**src/rtl/scale_cfg_sequencer.sv**
```systemverilog
// Table-driven sequencer that replays {loadchoice, datain} words into the scale engine.
// Optional WAIT watchdog is built when SCALE_SEQ_TIMEOUT_EN is defined.
module scale_cfg_sequencer #(
  parameter int unsigned      DEPTH      = 16,
  parameter int unsigned      AW         = 4,
  parameter int unsigned      TMO_W      = 24,
  parameter logic [TMO_W-1:0] TMO_CYCLES = 24'hFFFFF
) (
  input  logic          clk_sys,
  input  logic          rst_n,
  input  logic          wr_en,
  input  logic [4:0]    wr_choice,
  input  logic [15:0]   wr_data,
  input  logic          tbl_clr,
  input  logic          go,
  input  logic          abort,
  input  logic [15:0]   repeat_n,
  input  logic          stateinter,
  output logic          scaleload,
  output logic [4:0]    scalechoice,
  output logic [15:0]   scaledatain,
  output logic          scalstart,
  output logic          busy,
  output logic          done,
  output logic          tbl_full,
  output logic [AW:0]   tbl_cnt,
  output logic [15:0]   run_cnt,
  output logic          err_timeout
);

  localparam logic [2:0] S_IDLE  = 3'd0;
  localparam logic [2:0] S_LOAD  = 3'd1;
  localparam logic [2:0] S_GAP   = 3'd2;
  localparam logic [2:0] S_START = 3'd3;
  localparam logic [2:0] S_WAIT  = 3'd4;
  localparam logic [2:0] S_NEXT  = 3'd5;

  if (AW != $clog2(DEPTH) || TMO_CYCLES == '0) begin : g_cfg_check
    $error("scale_cfg_sequencer: AW must equal log2(DEPTH) and TMO_CYCLES must be nonzero");
  end

  logic [2:0]    r_state;
  logic [2:0]    w_state_d;
  logic [AW-1:0] r_rd_ptr;
  logic [AW-1:0] w_rd_ptr_d;
  logic [AW:0]   r_tbl_cnt;
  logic [20:0]   r_tbl [DEPTH];
  logic [15:0]   r_repeat;
  logic [15:0]   r_run_cnt;
  logic          r_si;
  logic          r_scaleload;
  logic          r_scalstart;
  logic [4:0]    r_choice;
  logic [15:0]   r_datain;
  logic          r_done;

  logic          w_idle;
  logic          w_full;
  logic          w_fall;
  logic          w_go_acc;
  logic          w_done_d;
  logic          w_run_inc_en;
  logic          w_last;
  logic          w_tbl_ok;
  logic          w_wr_acc;
  logic [15:0]   w_run_inc;

  assign w_idle    = (r_state == S_IDLE);
  assign w_full    = (r_tbl_cnt == (AW+1)'(DEPTH));
  assign w_fall    = r_si & ~stateinter;
  assign w_run_inc = (r_run_cnt == 16'hFFFF) ? r_run_cnt : r_run_cnt + 16'd1;
  assign w_last    = (({1'b0, r_run_cnt} + 17'd1) == {1'b0, r_repeat});

  // Table edits in the cycle a go is accepted are dropped so the replayed table is fixed.
  assign w_tbl_ok  = w_idle & ~w_go_acc;
  assign w_wr_acc  = w_tbl_ok & wr_en & ~tbl_clr & ~w_full;

`ifdef SCALE_SEQ_TIMEOUT_EN
  logic [TMO_W-1:0] r_tmo;
  logic             r_err;
  logic             w_err_set;
`endif

  always_comb begin
    w_state_d    = r_state;
    w_rd_ptr_d   = r_rd_ptr;
    w_go_acc     = 1'b0;
    w_done_d     = 1'b0;
    w_run_inc_en = 1'b0;
`ifdef SCALE_SEQ_TIMEOUT_EN
    w_err_set    = 1'b0;
`endif
    if (abort) begin
      w_state_d = S_IDLE;
    end else begin
      case (r_state)
        S_IDLE: begin
          if (go && (r_tbl_cnt != '0)) begin
            w_go_acc   = 1'b1;
            w_rd_ptr_d = '0;
            w_state_d  = S_LOAD;
          end
        end
        S_LOAD:  w_state_d = S_GAP;
        S_GAP: begin
          if ({1'b0, r_rd_ptr} == (r_tbl_cnt - 1'b1)) begin
            w_state_d = S_START;
          end else begin
            w_rd_ptr_d = r_rd_ptr + 1'b1;
            w_state_d  = S_LOAD;
          end
        end
        S_START: w_state_d = S_WAIT;
        S_WAIT: begin
          if (w_fall) begin
            w_state_d = S_NEXT;
          end
`ifdef SCALE_SEQ_TIMEOUT_EN
          else if (r_tmo == TMO_W'(TMO_CYCLES - 1'b1)) begin
            w_state_d = S_IDLE;
            w_err_set = 1'b1;
          end
`endif
        end
        S_NEXT: begin
          w_run_inc_en = 1'b1;
          if (w_last) begin
            w_done_d  = 1'b1;
            w_state_d = S_IDLE;
          end else begin
            w_rd_ptr_d = '0;
            w_state_d  = S_LOAD;
          end
        end
        default: w_state_d = S_IDLE;
      endcase
    end
  end

  always_ff @(posedge clk_sys or negedge rst_n) begin
    if (!rst_n) begin
      r_state     <= S_IDLE;
      r_rd_ptr    <= '0;
      r_tbl_cnt   <= '0;
      r_repeat    <= 16'd1;
      r_run_cnt   <= '0;
      r_si        <= 1'b1;
      r_scaleload <= 1'b0;
      r_scalstart <= 1'b0;
      r_choice    <= '0;
      r_datain    <= '0;
      r_done      <= 1'b0;
    end else begin
      r_state     <= w_state_d;
      r_rd_ptr    <= w_rd_ptr_d;
      r_si        <= stateinter;
      r_done      <= w_done_d;
      // Strobes are registered against the next state so they line up with LOAD/START.
      r_scaleload <= (w_state_d == S_LOAD);
      r_scalstart <= (w_state_d == S_START);
      if (w_state_d == S_LOAD) begin
        r_choice <= r_tbl[w_rd_ptr_d][20:16];
        r_datain <= r_tbl[w_rd_ptr_d][15:0];
      end
      if (w_tbl_ok && tbl_clr) begin
        r_tbl_cnt <= '0;
      end else if (w_wr_acc) begin
        r_tbl_cnt <= r_tbl_cnt + 1'b1;
      end
      if (w_go_acc) begin
        r_repeat  <= (repeat_n == 16'd0) ? 16'd1 : repeat_n;
        r_run_cnt <= '0;
      end else if (w_run_inc_en) begin
        r_run_cnt <= w_run_inc;
      end
    end
  end

  always_ff @(posedge clk_sys) begin
    if (w_wr_acc) begin
      r_tbl[r_tbl_cnt[AW-1:0]] <= {wr_choice, wr_data};
    end
  end

`ifdef SCALE_SEQ_TIMEOUT_EN
  always_ff @(posedge clk_sys or negedge rst_n) begin
    if (!rst_n) begin
      r_tmo <= '0;
      r_err <= 1'b0;
    end else begin
      r_tmo <= (r_state == S_WAIT) ? r_tmo + 1'b1 : '0;
      if (w_go_acc) begin
        r_err <= 1'b0;
      end else if (w_err_set) begin
        r_err <= 1'b1;
      end
    end
  end

  assign err_timeout = r_err;
`else
  assign err_timeout = 1'b0;
`endif

  assign scaleload   = r_scaleload;
  assign scalstart   = r_scalstart;
  assign scalechoice = r_choice;
  assign scaledatain = r_datain;
  assign busy        = ~w_idle;
  assign done        = r_done;
  assign tbl_full    = w_full;
  assign tbl_cnt     = r_tbl_cnt;
  assign run_cnt     = r_run_cnt;

endmodule

```
**config.mk**
```make
export PLATFORM = sky130hd
export DESIGN_NAME = scale_cfg_sequencer
export DESIGN_NICKNAME = d
export VERILOG_FILES = /design/src/rtl/scale_cfg_sequencer.sv
export SDC_FILE = /design/constraint.sdc
export NUM_CORES = 1
export LEC_CHECK = 0
export CORE_AREA = 2 2 208 210
export DETAILED_ROUTE_END_ITERATION = 16
export DIE_AREA = 0 0 210 212
export GPL_TIMING_DRIVEN = 0
export SLEW_MARGIN = 40
export SYNTH_ARGS = -nofsm -noshare
export SYNTH_HDL_FRONTEND = slang
export SYNTH_SLANG_ARGS = --single-unit
```
**constraint.sdc**
```tcl
create_clock -name clk_sys -period 5.9 [get_ports clk_sys]
set_input_delay 1.475 -clock clk_sys [delete_from_list [all_inputs] [get_ports clk_sys]]
set_output_delay 1.475 -clock clk_sys [all_outputs]
set_load 0.1 [all_outputs]
```
==> summary.md <==
| Metric | Value |
|---|---|
| Status | `completed` |
| Clk sinks | `405` |
| R2R setup slack | `1.42 ns` |
| Number of global-route vias before repair | `10.0k` |
| Max-Cap Viols | `0` |
| CTS resizes | `0` |
| CTS buffer count | `42` |
| Synth Area per Inst | `15.2 um2` |
| Most used DFF post-synth | `edfxtp_1` |
| Final number of hold-violating endpoints | `0` |
| Chip Height | `212 um` |
| Crit-path slowest cell | `nor3_2` |
| CTS Hold Bufs | `0` |
| Cell area after layout | `0.0200 mm2` |
| CTS tree | `built` |
| DP Cell Count | `1,772` |
| Die area | `0.0445 mm2` |
| DPL Wire Length | `28.7 mm` |
| Register share of total power | `41.5%` |
| DP Worst Slack | `0.904 ns` |
| First-pass GRT wire length | `63.6 mm` |
| Share of cells above drive strength 1 | `17.6%` |
| WHS | `0.500 ns` |
| Crit end category | `flop` |
| Die span in x | `210 um` |
| DR WL met3 | `2.39 mm` |
| Vias | `10.0k` |
| Most common cell after layout, fill and taps aside | `edfxtp_1` |
| Root Buffer Master | `clkbuf_16` |
| Site row count | `76` |
| Setup Viol. Count Final | `0` |
| FF+latch count, synth | `405` |
| Register area share after synthesis | `70.3%` |
| Commonest cells after routing, fill and taps aside | `edfxtp_1, mux2i_1, nand2_1` |
| Worst R2R End | `r_tbl[1][3]$_DFFE_PP_` |
| Type of origin of the critical path | `input port` |
| Ant. Diodes | `0` |
| Post-Syn Instances | `1,106` |
| Initial antenna violation count | `0` |
| Cell Chain, Critical Path | `clkdlybuf4s50_1, o41ai_1, or3_1, clkbuf_1, nand2_1, nor4b_2, nand2_1, nor3_2, buf_2, buf_4` |
| Top sig layer | `met4` |
| Lkg Pwr | `6.98 nW` |
| Number of synthesized flops with an enable pin | `336` |
| Largest net degree at the start of global routing | `37` |
| Setup WS post-layout | `1.42 ns` |
| Switch Pwr | `2.73 mW` |
| Footprint of the multi-input gates | `0.00469 mm2` |
| Worst-Skew Late Latency | `0.56 ns` |
| Max FO, Critical Path | `7` |
| RSZ-0062 raised after global routing | `no` |
| Max H-tree Level | `2` |
| Final GP Congestion | `0.826` |
| CP most frequent cell | `nand2_1` |
| Pwr dens | `411 mW/mm2` |
| Reg2reg start | `tbl_cnt[0]$_DFFE_PN0P_` |
| Net Count, Synth | `1,157` |
| Peak supply drop | `213 uV` |
| Crit path largest cell delay | `0.65 ns` |
| Seq. cell area | `0.0118 mm2` |
| Core Area | `0.0425 mm2` |
| Critical path data required time | `6.17 ns` |
| GRT Overall Usage | `19.5%` |
| Crit path capture | `r_tbl[1][3]$_DFFE_PP_` |
| Final net count | `1,321` |
| DRC violations left | `0` |
| WL met2 | `19.9 mm` |
| Sw frac | `33.2%` |
| Relative slew slack | `44.3%` |
| Area grow syn2layout | `19.1%` |
| R2R depth | `12` |
| DR iter-0 viols | `807` |
| Clk pwr share | `31.5%` |
| Worst path arrival time | `4.76 ns` |
| Async set-reset flop share out of synthesis | `17.0%` |
| Setup Crit Path Kind | `in2reg` |
| Worst setup startpoint | `go` |
| # fillers | `3,650` |
| Setup bufs post-CTS | `0` |
| Final ANT Viol Nets | `0` |
| IO Port Bufs | `89` |
| Post-DR vias/cell | `5.41` |
| Internal Power | `5.49 mW` |
| Netlist cell types | `66` |
| Fmax | `0.223 GHz` |
| Type of the most critical hold path | `reg2reg` |
| Clock slew at reported path FFs | `0.07 ns` |
| Worst-margin pin slew | `0.836 ns` |
| Finished Layout Cells | `1,849` |
| Placed Area | `0.0187 mm2` |
| Final WL | `42.9 mm` |
| Overflow after GRT | `0` |
| Slew Limit Fails | `0` |
| Final Skew | `0.0122 ns` |
| Logic pwr share | `27.0%` |
| Final period util | `76.0%` |
| Initial Utilization | `39.5%` |
| Mapped Area | `0.0168 mm2` |
| Io pins | `92` |
| M1 WL | `19.3 mm` |
| Routed len/inst | `23.2 um` |
| Sum Neg Setup Slack | `0 ns` |
| DRT Pass-1 Iters | `7` |
| CTS max path bufs | `3` |
| Synth Warn # | `0` |
| Post-layout min period | `4.48 ns` |
[state kept, by name, indices dropped and copies added, names as in the netlist, 3 cells and up]
name         cells
r_state          3
run_cnt         16
tbl_cnt          5
scaledatain     16
scalechoice      5
r_repeat        16
r_tbl          336
r_rd_ptr         4
[how the worst min path moves through the flow]
| stage | startpoint | end | slack (ns) | cells past startpoint |
|---|---|---|---|---|
| after CTS | r_repeat[0]$_DFFE_PN1P_ | r_repeat[0]$_DFFE_PN1P_ | 0.50 | 2 |
| after detailed placement | r_repeat[0]$_DFFE_PN1P_ | r_repeat[0]$_DFFE_PN1P_ | 0.49 | 2 |
| after global routing | scaledatain[9]$_DFFE_PN0P_ | scaledatain[9]$_DFFE_PN0P_ | 0.53 | 2 |
| after floorplan | r_repeat[0]$_DFFE_PN1P_ | r_repeat[0]$_DFFE_PN1P_ | 0.46 | 2 |
| final | r_repeat[0]$_DFFE_PN1P_ | r_repeat[0]$_DFFE_PN1P_ | 0.50 | 2 |
| after global placement | r_repeat[0]$_DFFE_PN1P_ | r_repeat[0]$_DFFE_PN1P_ | 0.48 | 2 |
[final cells by class]
cell class	instances	share of cell area [%]
Timing Repair Buffer	120	5.37
Clock inverter	17	0.807
Tap cell	546	3.41
Multi-Input combinational cell	624	23.5
Inverter	10	0.188
Clock buffer	60	5.85
Sequential cell	405	59.1
Buffer	67	1.85
[per-stage QoR]
| stage | utilization [%] | power [mW] |
|---|---|---|
| after global routing | 47.1 | 8.53 |
| after CTS | 47.1 | 8.27 |
| after global placement | 43.2 | 5.73 |
| final | 47.1 | 8.22 |
| after detailed placement | 43.9 | 5.70 |
| after floorplan | - | 5.07 |
[Yosys cell counts, types with 17 or more instances]
| cell type | count | share of area, % |
|---|---|---|
| nor2_1 | 35 | 0.78 |
| dfrtp_1 | 67 | 10 |
| clkbuf_1 | 18 | 0.40 |
| o21ai_0 | 21 | 0.63 |
| mux2i_1 | 169 | 10 |
| edfxtp_1 | 336 | 60 |
| a21oi_1 | 29 | 0.86 |
| buf_2 | 29 | 0.86 |
| nand4_1 | 29 | 1.1 |
| xnor2_1 | 17 | 0.89 |
| nand2_1 | 108 | 2.4 |
| a32oi_1 | 21 | 1.1 |
| a22oi_1 | 43 | 1.9 |
[critical path, delay by kind of cell]
kind	cells	cell delay (ns)
simple gates	5	2.02
buf+inv	4	1.12
compound gates	1	0.12
[power by group through the flow]
stage                     Combinational (mW)  Sequential [mW]  Clock [mW]
after floorplan                         1.11             3.95           0
after global placement                  2.25             3.48           0
after detailed placement                2.22             3.48           0
after CTS                               2.23             3.42        2.63
after global routing                    2.35             3.43        2.75
final                                   2.22             3.41        2.59
[cell families after synthesis]
family | share of synthesized area, %
AOI/OAI and AO/OA | 6.66
xor gates and xnor gates | 1.70
adders and majority gates | 0.521
buffers and inverters | 2.43
DFF | 70.3
muxes | 11.1
other | 0.0223
and+or+nand+nor | 7.26
[per-layer routing]
| layer | global-route usage [%] | vias up |
|---|---|---|
| li1 | - | 4583 |
| met4 | 7.24 | 0 |
| met3 | 3.28 | 76 |
| met5 | 0 | - |
| met1 | 27.0 | 5059 |
| met2 | 31.3 | 287 |
Power figures use the tool's default switching activity.
